`src/rtl/fp_mult_sequencer.sv`:
```
// fp_mult_sequencer: issues one operand pair at a time to an external two-stage
// fp_mult and collects its results in an in-order result FIFO.
//   clk, rst                    clock, synchronous active-high reset
//   in_valid/in_ready           operand handshake (in_a, in_b, in_rnd)
//   mul_a/mul_b/mul_rnd         held operands to fp_mult; mul_rst_n = ~rst
//   mul_z/mul_status            fp_mult result, captured at the end of DONE
//   out_valid/out_ready         result handshake (out_z, out_status)
//   busy                        an operation is in flight
//   count                       results held in the FIFO
module fp_mult_sequencer #(
    parameter int DEPTH = 4
) (
    input  logic                     clk,
    input  logic                     rst,
    input  logic                     in_valid,
    output logic                     in_ready,
    input  logic [31:0]              in_a,
    input  logic [31:0]              in_b,
    input  logic [2:0]               in_rnd,
    output logic [31:0]              mul_a,
    output logic [31:0]              mul_b,
    output logic [2:0]               mul_rnd,
    output logic                     mul_rst_n,
    input  logic [31:0]              mul_z,
    input  logic [7:0]               mul_status,
    output logic                     out_valid,
    input  logic                     out_ready,
    output logic [31:0]              out_z,
    output logic [7:0]               out_status,
    output logic                     busy,
    output logic [$clog2(DEPTH):0]   count
);
    localparam int AW = $clog2(DEPTH);
    localparam int DM1 = DEPTH - 1;
    localparam logic [AW:0] FULL = DEPTH[AW:0];
    localparam logic [AW:0] ALMOST = DM1[AW:0];

    typedef enum logic [1:0] {IDLE, EXEC, DONE} state_t;

    state_t        state_q, state_d;
    logic [31:0]   op_a_q, op_a_d, op_b_q, op_b_d;
    logic [2:0]    op_rnd_q, op_rnd_d;
    logic [AW-1:0] wr_ptr_q, wr_ptr_d, rd_ptr_q, rd_ptr_d;
    logic [AW:0]   count_q, count_d;
    logic [31:0]   z_mem [DEPTH];
    logic [7:0]    st_mem [DEPTH];
    logic          accept, push, pop;

    assign out_valid  = !rst && count_q != '0;
    assign out_z      = z_mem[rd_ptr_q];
    assign out_status = st_mem[rd_ptr_q];
    assign busy       = !rst && state_q != IDLE;
    assign mul_rst_n  = ~rst;
    assign mul_a      = op_a_q;
    assign mul_b      = op_b_q;
    assign mul_rnd    = op_rnd_q;
    assign count      = count_q;

    always_comb begin
        // Accepting in DONE needs two free slots: the current result lands at
        // the same edge the new operation starts, and a pop is not credited.
        in_ready = !rst && ((state_q == IDLE && count_q < FULL) ||
                            (state_q == DONE && count_q < ALMOST));
        accept   = in_valid && in_ready;
        push     = state_q == DONE;
        pop      = out_valid && out_ready;
        state_d  = state_q == EXEC ? DONE : (accept ? EXEC : IDLE);
        op_a_d   = accept ? in_a : op_a_q;
        op_b_d   = accept ? in_b : op_b_q;
        op_rnd_d = accept ? in_rnd : op_rnd_q;
        wr_ptr_d = wr_ptr_q + AW'(push);
        rd_ptr_d = rd_ptr_q + AW'(pop);
        count_d  = count_q + (AW+1)'(push) - (AW+1)'(pop);
    end

    always_ff @(posedge clk) begin
        if (rst) begin
            state_q  <= IDLE;
            op_a_q   <= '0;
            op_b_q   <= '0;
            op_rnd_q <= '0;
            wr_ptr_q <= '0;
            rd_ptr_q <= '0;
            count_q  <= '0;
        end else begin
            state_q  <= state_d;
            op_a_q   <= op_a_d;
            op_b_q   <= op_b_d;
            op_rnd_q <= op_rnd_d;
            wr_ptr_q <= wr_ptr_d;
            rd_ptr_q <= rd_ptr_d;
            count_q  <= count_d;
        end
    end

    always_ff @(posedge clk) begin
        if (push && !rst) begin
            z_mem[wr_ptr_q]  <= mul_z;
            st_mem[wr_ptr_q] <= mul_status;
        end
    end
endmodule

```
`config.mk`:
```
export PLATFORM = sky130hd
export DESIGN_NAME = fp_mult_sequencer
export DESIGN_NICKNAME = d
export VERILOG_FILES = /design/src/rtl/fp_mult_sequencer.sv
export SDC_FILE = /design/constraint.sdc
export NUM_CORES = 1
export LEC_CHECK = 0
export ABC_AREA = 1
export BUFFER_PORTS_ARGS = -buffer_cell sky130_fd_sc_hd__buf_2
export CORE_MARGIN = 2
export CORE_UTILIZATION = 35
export CTS_BUF_LIST = sky130_fd_sc_hd__clkbuf_4
export CTS_CLUSTER_DIAMETER = 30
export DETAILED_ROUTE_END_ITERATION = 16
export SKIP_CTS_REPAIR_TIMING = 1
export SLEW_MARGIN = 20
export SYNTH_ARGS = -nofsm -noshare
export SYNTH_HDL_FRONTEND = slang
export SYNTH_SLANG_ARGS = --single-unit
```
`constraint.sdc`:
```
create_clock -name clk -period 4.9 [get_ports clk]
set_input_delay 0.245 -clock clk [delete_from_list [all_inputs] [get_ports clk]]
set_output_delay 0.245 -clock clk [all_outputs]
set_load 0.01 [all_outputs]
```
==> results.md <==
Logic synthesis:
- The share of the synthesized area in the top cell type is a little under three fifths.
- The biggest area contributor in the post-synthesis netlist is sky130_fd_sc_hd__edfxtp_1.
- The distinct cell type count of the synthesized netlist is 28.
- The mean instance size in the synthesized netlist is around 12 um^2.
- The most used flip-flop cell after synthesis is sky130_fd_sc_hd__edfxtp_1.
- The number of enable-type register cells in the synthesized netlist is 160.
- The gate count of the mapped netlist is around 730.
- The share of synthesized registers carrying an async set or reset is 0%.
- Yosys attributes the largest share of cell area to sky130_fd_sc_hd__edfxtp_1, sky130_fd_sc_hd__dfxtp_1, sky130_fd_sc_hd__nand2_1.
- The flop and latch count out of synthesis is around 240.
- The post-synthesis net count is between 800 and 900.
- The proportion of synthesized chip area in sequential cells is between 70% and 80%.
- Sorting the synthesized cells by how often they occur yields sky130_fd_sc_hd__edfxtp_1, sky130_fd_sc_hd__nand2_1, sky130_fd_sc_hd__nor2_1.
- In this run the cell area of the synthesized design comes to 8680 um^2.
- By instance count, the leading cell after synthesis is sky130_fd_sc_hd__edfxtp_1.
- The number of synthesis warnings is 0.

Critical path:
- The signal on the critical path passes through inv_2 > buf_4 > o21ai_0 > o22ai_1 > buf_2.
- The launch instance of the worst register-to-register path is count[2]$_SDFF_PP0_.
- The worst setup path startpoint is rd_ptr_q[0]$_SDFF_PP0_.
- The endpoint of the worst-slack reg-to-reg timing path is mul_a[23]$_SDFFE_PP0P_.
- The reg-to-reg setup timing slack is about 2700 ps.
- The data arrival time of the worst path is approximately 2600 ps.
- The count of cells along the worst register-to-register path is 8.
- For this design, the slowest cell found on the critical path is sky130_fd_sc_hd__inv_2.
- The data required time of the critical path is between 4000 and 5000 ps.
- The biggest cell delay along the critical path is roughly 600 ps.
- The top fanout value on the critical path is 50.
- The capture point of the worst path is out_z[28].
- The worst setup path is captured at a primary output.
- By startpoint and endpoint, the worst setup path is classified as reg -> out.
- The worst setup path is launched from a flip-flop.

Clocking:
- Counting along the longest clock path gives a buffer depth of 3.
- The H-tree level count is 3.
- Clock tree synthesis inserted a total of 68 buffers.
- The clock sink count is 236.
- The buffer type at the clock tree root is sky130_fd_sc_hd__clkbuf_4.
- The clock tree from TritonCTS is yes.
- The post-CTS clock slew at the launch and capture registers of the worst setup and hold paths is roughly 70 ps.
- The clock latency of the later-clocked register in the worst-skew pair is around 640 ps.

Global route:
- The remaining global-route overflow is 0.
- Entering global routing, the biggest net connects approximately 80 pins.
- The overall routing resource usage is roughly 17%.
- The wire length of the first global-routing pass is between 30000 and 40000 um.
- The initial antenna violation count is 1.
- The via count of the first global-routing pass is ~6700.

Timing:
- The worst path uses a little under three fifths of the clock period.
- For the pin with the worst max-slew slack, the measured transition is around 950 ps.
- The final count of pins violating max slew is 0.
- The worst pin sits at a relative slew slack of between 30% and 40%.
- Setup repair after global routing left no endpoint under its margin.
- For the final database, setup skew stands at roughly 39 ps.
- The minimum clock period after layout is 2810 ps.
- The number of hold violations in the final report is 0.
- The total negative slack for setup checks is 0 ps.
- The number of endpoints failing setup at the final stage is 0.
- The maximum clock frequency is ~0.36 GHz.

Die:
- The core area is ~24000 um^2.
- The row count is 57.
- The die covers about 26000 um^2.
- Once the floorplan was initialized, standard cells occupied approximately 36% of the core.
- The overall die height is approximately 160 um.
- In this run the horizontal extent of the chip is between 150 and 200 um.
- In this run the count of I/O pins placed on the die edge is approximately 230.

Placed design:
- Once detailed placement completed, the half-perimeter wirelength came to 13500 um.
- The placed instance count is roughly 1200.
- The count of input and output buffers is 224.
- In this run the cell area measured after placement is slightly above 10000 um^2.
- The weighted congestion reported at the end of routability-driven placement is around 0.76.

Power and ir drop:
- The highest ir drop seen on vdd is ~0.22 mV.
- The power per unit of standard cell area is between 300 and 400 nW/um^2.
- The total power after layout is ~4.8 mW.
- The analysis attributes to cell leakage a power of 4.78 nW.

Layout:
- The final layout contains around 1200 nets.
- The finished layout holds between 1000 and 1500 standard cells, fillers aside.
- The fraction of layout cells with a size suffix above 1 is 32.7%.
- The layout overhead on the synthesized area is 39.2%.
- The post-layout instance area is 12100 um^2.

Route:
- The average vias per placed instance is 4.77.
- The number of nets with antenna violations after detailed routing is 0.
- The first routing iteration left between 300 and 400 violations.
- After detailed routing, the average wire length per cell comes to about 16 um.
- The pre-antenna-repair detailed-routing pass consisted of 5 iterations.
- For this block, the via count after detailed routing is around 7000.
- For this block, the routed nets add up to between 20000 and 25000 um of wire.
- In the routed design, unresolved DRC markers number 0.

Min path:
- The worst hold path class is in -> reg.

Run:
- The number of violations of the max-capacitance limit is 0.

Outcome:
- The run finished with clean final reports.
-- worst min-delay path by stage --
stage                          startpoint                      to  slack [ps]  cells past startpoint
floorplan                   mul_status[0]  st_mem[0][0]$_DFFE_PP_         340                      0
CTS                             mul_z[23]  z_mem[3][23]$_DFFE_PP_        -250                      1
global route                    mul_z[21]  z_mem[0][21]$_DFFE_PP_         320                      2
finish                          mul_z[23]  z_mem[3][23]$_DFFE_PP_         370                      2
global placement    mul_a[0]$_SDFFE_PP0P_   mul_a[0]$_SDFFE_PP0P_         450                      2
detailed placement  mul_a[0]$_SDFFE_PP0P_   mul_a[0]$_SDFFE_PP0P_         450                      2
-- where the power goes --
group	internal (mW)	switching, mW	leakage [nW]
combinational	0.282	0.444	2.17
sequential	2.19	0.0370	2.06
clock	1.07	0.811	0.545
-- area by class of cell --
cell class | count | area [um^2]
Antenna cell | 1 | 2.50
Clock buffer | 103 | 773
Clock inverter | 18 | 125
Fill cell | 2198 | 12200
Inverter | 13 | 48.8
Multi-Input combinational cell | 436 | 2110
Sequential cell | 236 | 6330
Tap cell | 324 | 405
Timing Repair Buffer | 344 | 2290
-- worst max-delay path, delay by kind of cell (launching register included) --
family | cells | cell delay [ps]
flip-flops | 1 | 320
buffers and inverters | 3 | 1220
AO/OA/AOI/OAI | 2 | 400
-- kinds of logic after synthesis --
family | count (synthesis) | synth area share, %
flops | 236 | 72.9
xor+xnor | 3 | 0.303
buf+inv | 61 | 3.11
fa+ha+maj | 4 | 0.663
simple gates | 238 | 11.0
compound gates | 191 | 12.0
-- state kept, by name (all words and copies together) (netlist names) --
name and count:
st_mem 32, mul_rnd 3, mul_a 32, rd_ptr_q 2, count 3, mul_b 32, wr_ptr_q 2, state_q 2
z_mem 128
-- placed cells by master, fill, tap and decap left out, types with 3 or more instances in the layout --
| cell type | Yosys | routed |
|---|---|---|
| sky130_fd_sc_hd__dfxtp_1 | 76 | 75 |
| sky130_fd_sc_hd__buf_2 | 9 | 224 |
| sky130_fd_sc_hd__inv_1 | 11 | 11 |
| sky130_fd_sc_hd__buf_4 | 2 | 11 |
| sky130_fd_sc_hd__nor3_2 | 0 | 4 |
| sky130_fd_sc_hd__o21ai_0 | 80 | 80 |
| sky130_fd_sc_hd__inv_2 | 1 | 5 |
| sky130_fd_sc_hd__nand2_2 | 10 | 10 |
| sky130_fd_sc_hd__nor2_1 | 89 | 89 |
| sky130_fd_sc_hd__clkinv_2 | 0 | 4 |
| sky130_fd_sc_hd__a21oi_2 | 10 | 10 |
| sky130_fd_sc_hd__clkinv_1 | 1 | 9 |
| sky130_fd_sc_hd__a21oi_1 | 60 | 60 |
| sky130_fd_sc_hd__edfxtp_1 | 160 | 160 |
| sky130_fd_sc_hd__nand2_1 | 129 | 129 |
| sky130_fd_sc_hd__clkbuf_4 | 0 | 103 |
| sky130_fd_sc_hd__o22ai_1 | 40 | 40 |
| sky130_fd_sc_hd__ha_1 | 3 | 3 |
| sky130_fd_sc_hd__dlygate4sd3_1 | 0 | 109 |
-- per-stage QoR --
step	utilization [%]	worst slack, ps	hold WS (ps)
final	49.7	2090	368
after global routing	49.7	1840	321
after CTS	45.2	1990	-250
after detailed placement	41.5	2640	452
after global placement	41.5	2710	448
after floorplan	-	1060	344
-- layer usage --
layer / vias up / part of all wire (%) / global-route usage [%]
li1: 3365 / - / -
met1: 3333 / 41 / 18.4
met2: 297 / 48 / 28.5
met3: 45 / 8.5 / 6.83
met4: 0 / 2.7 / 7.43
met5: - / 0 / 0
(Power assumes the default switching activity.)
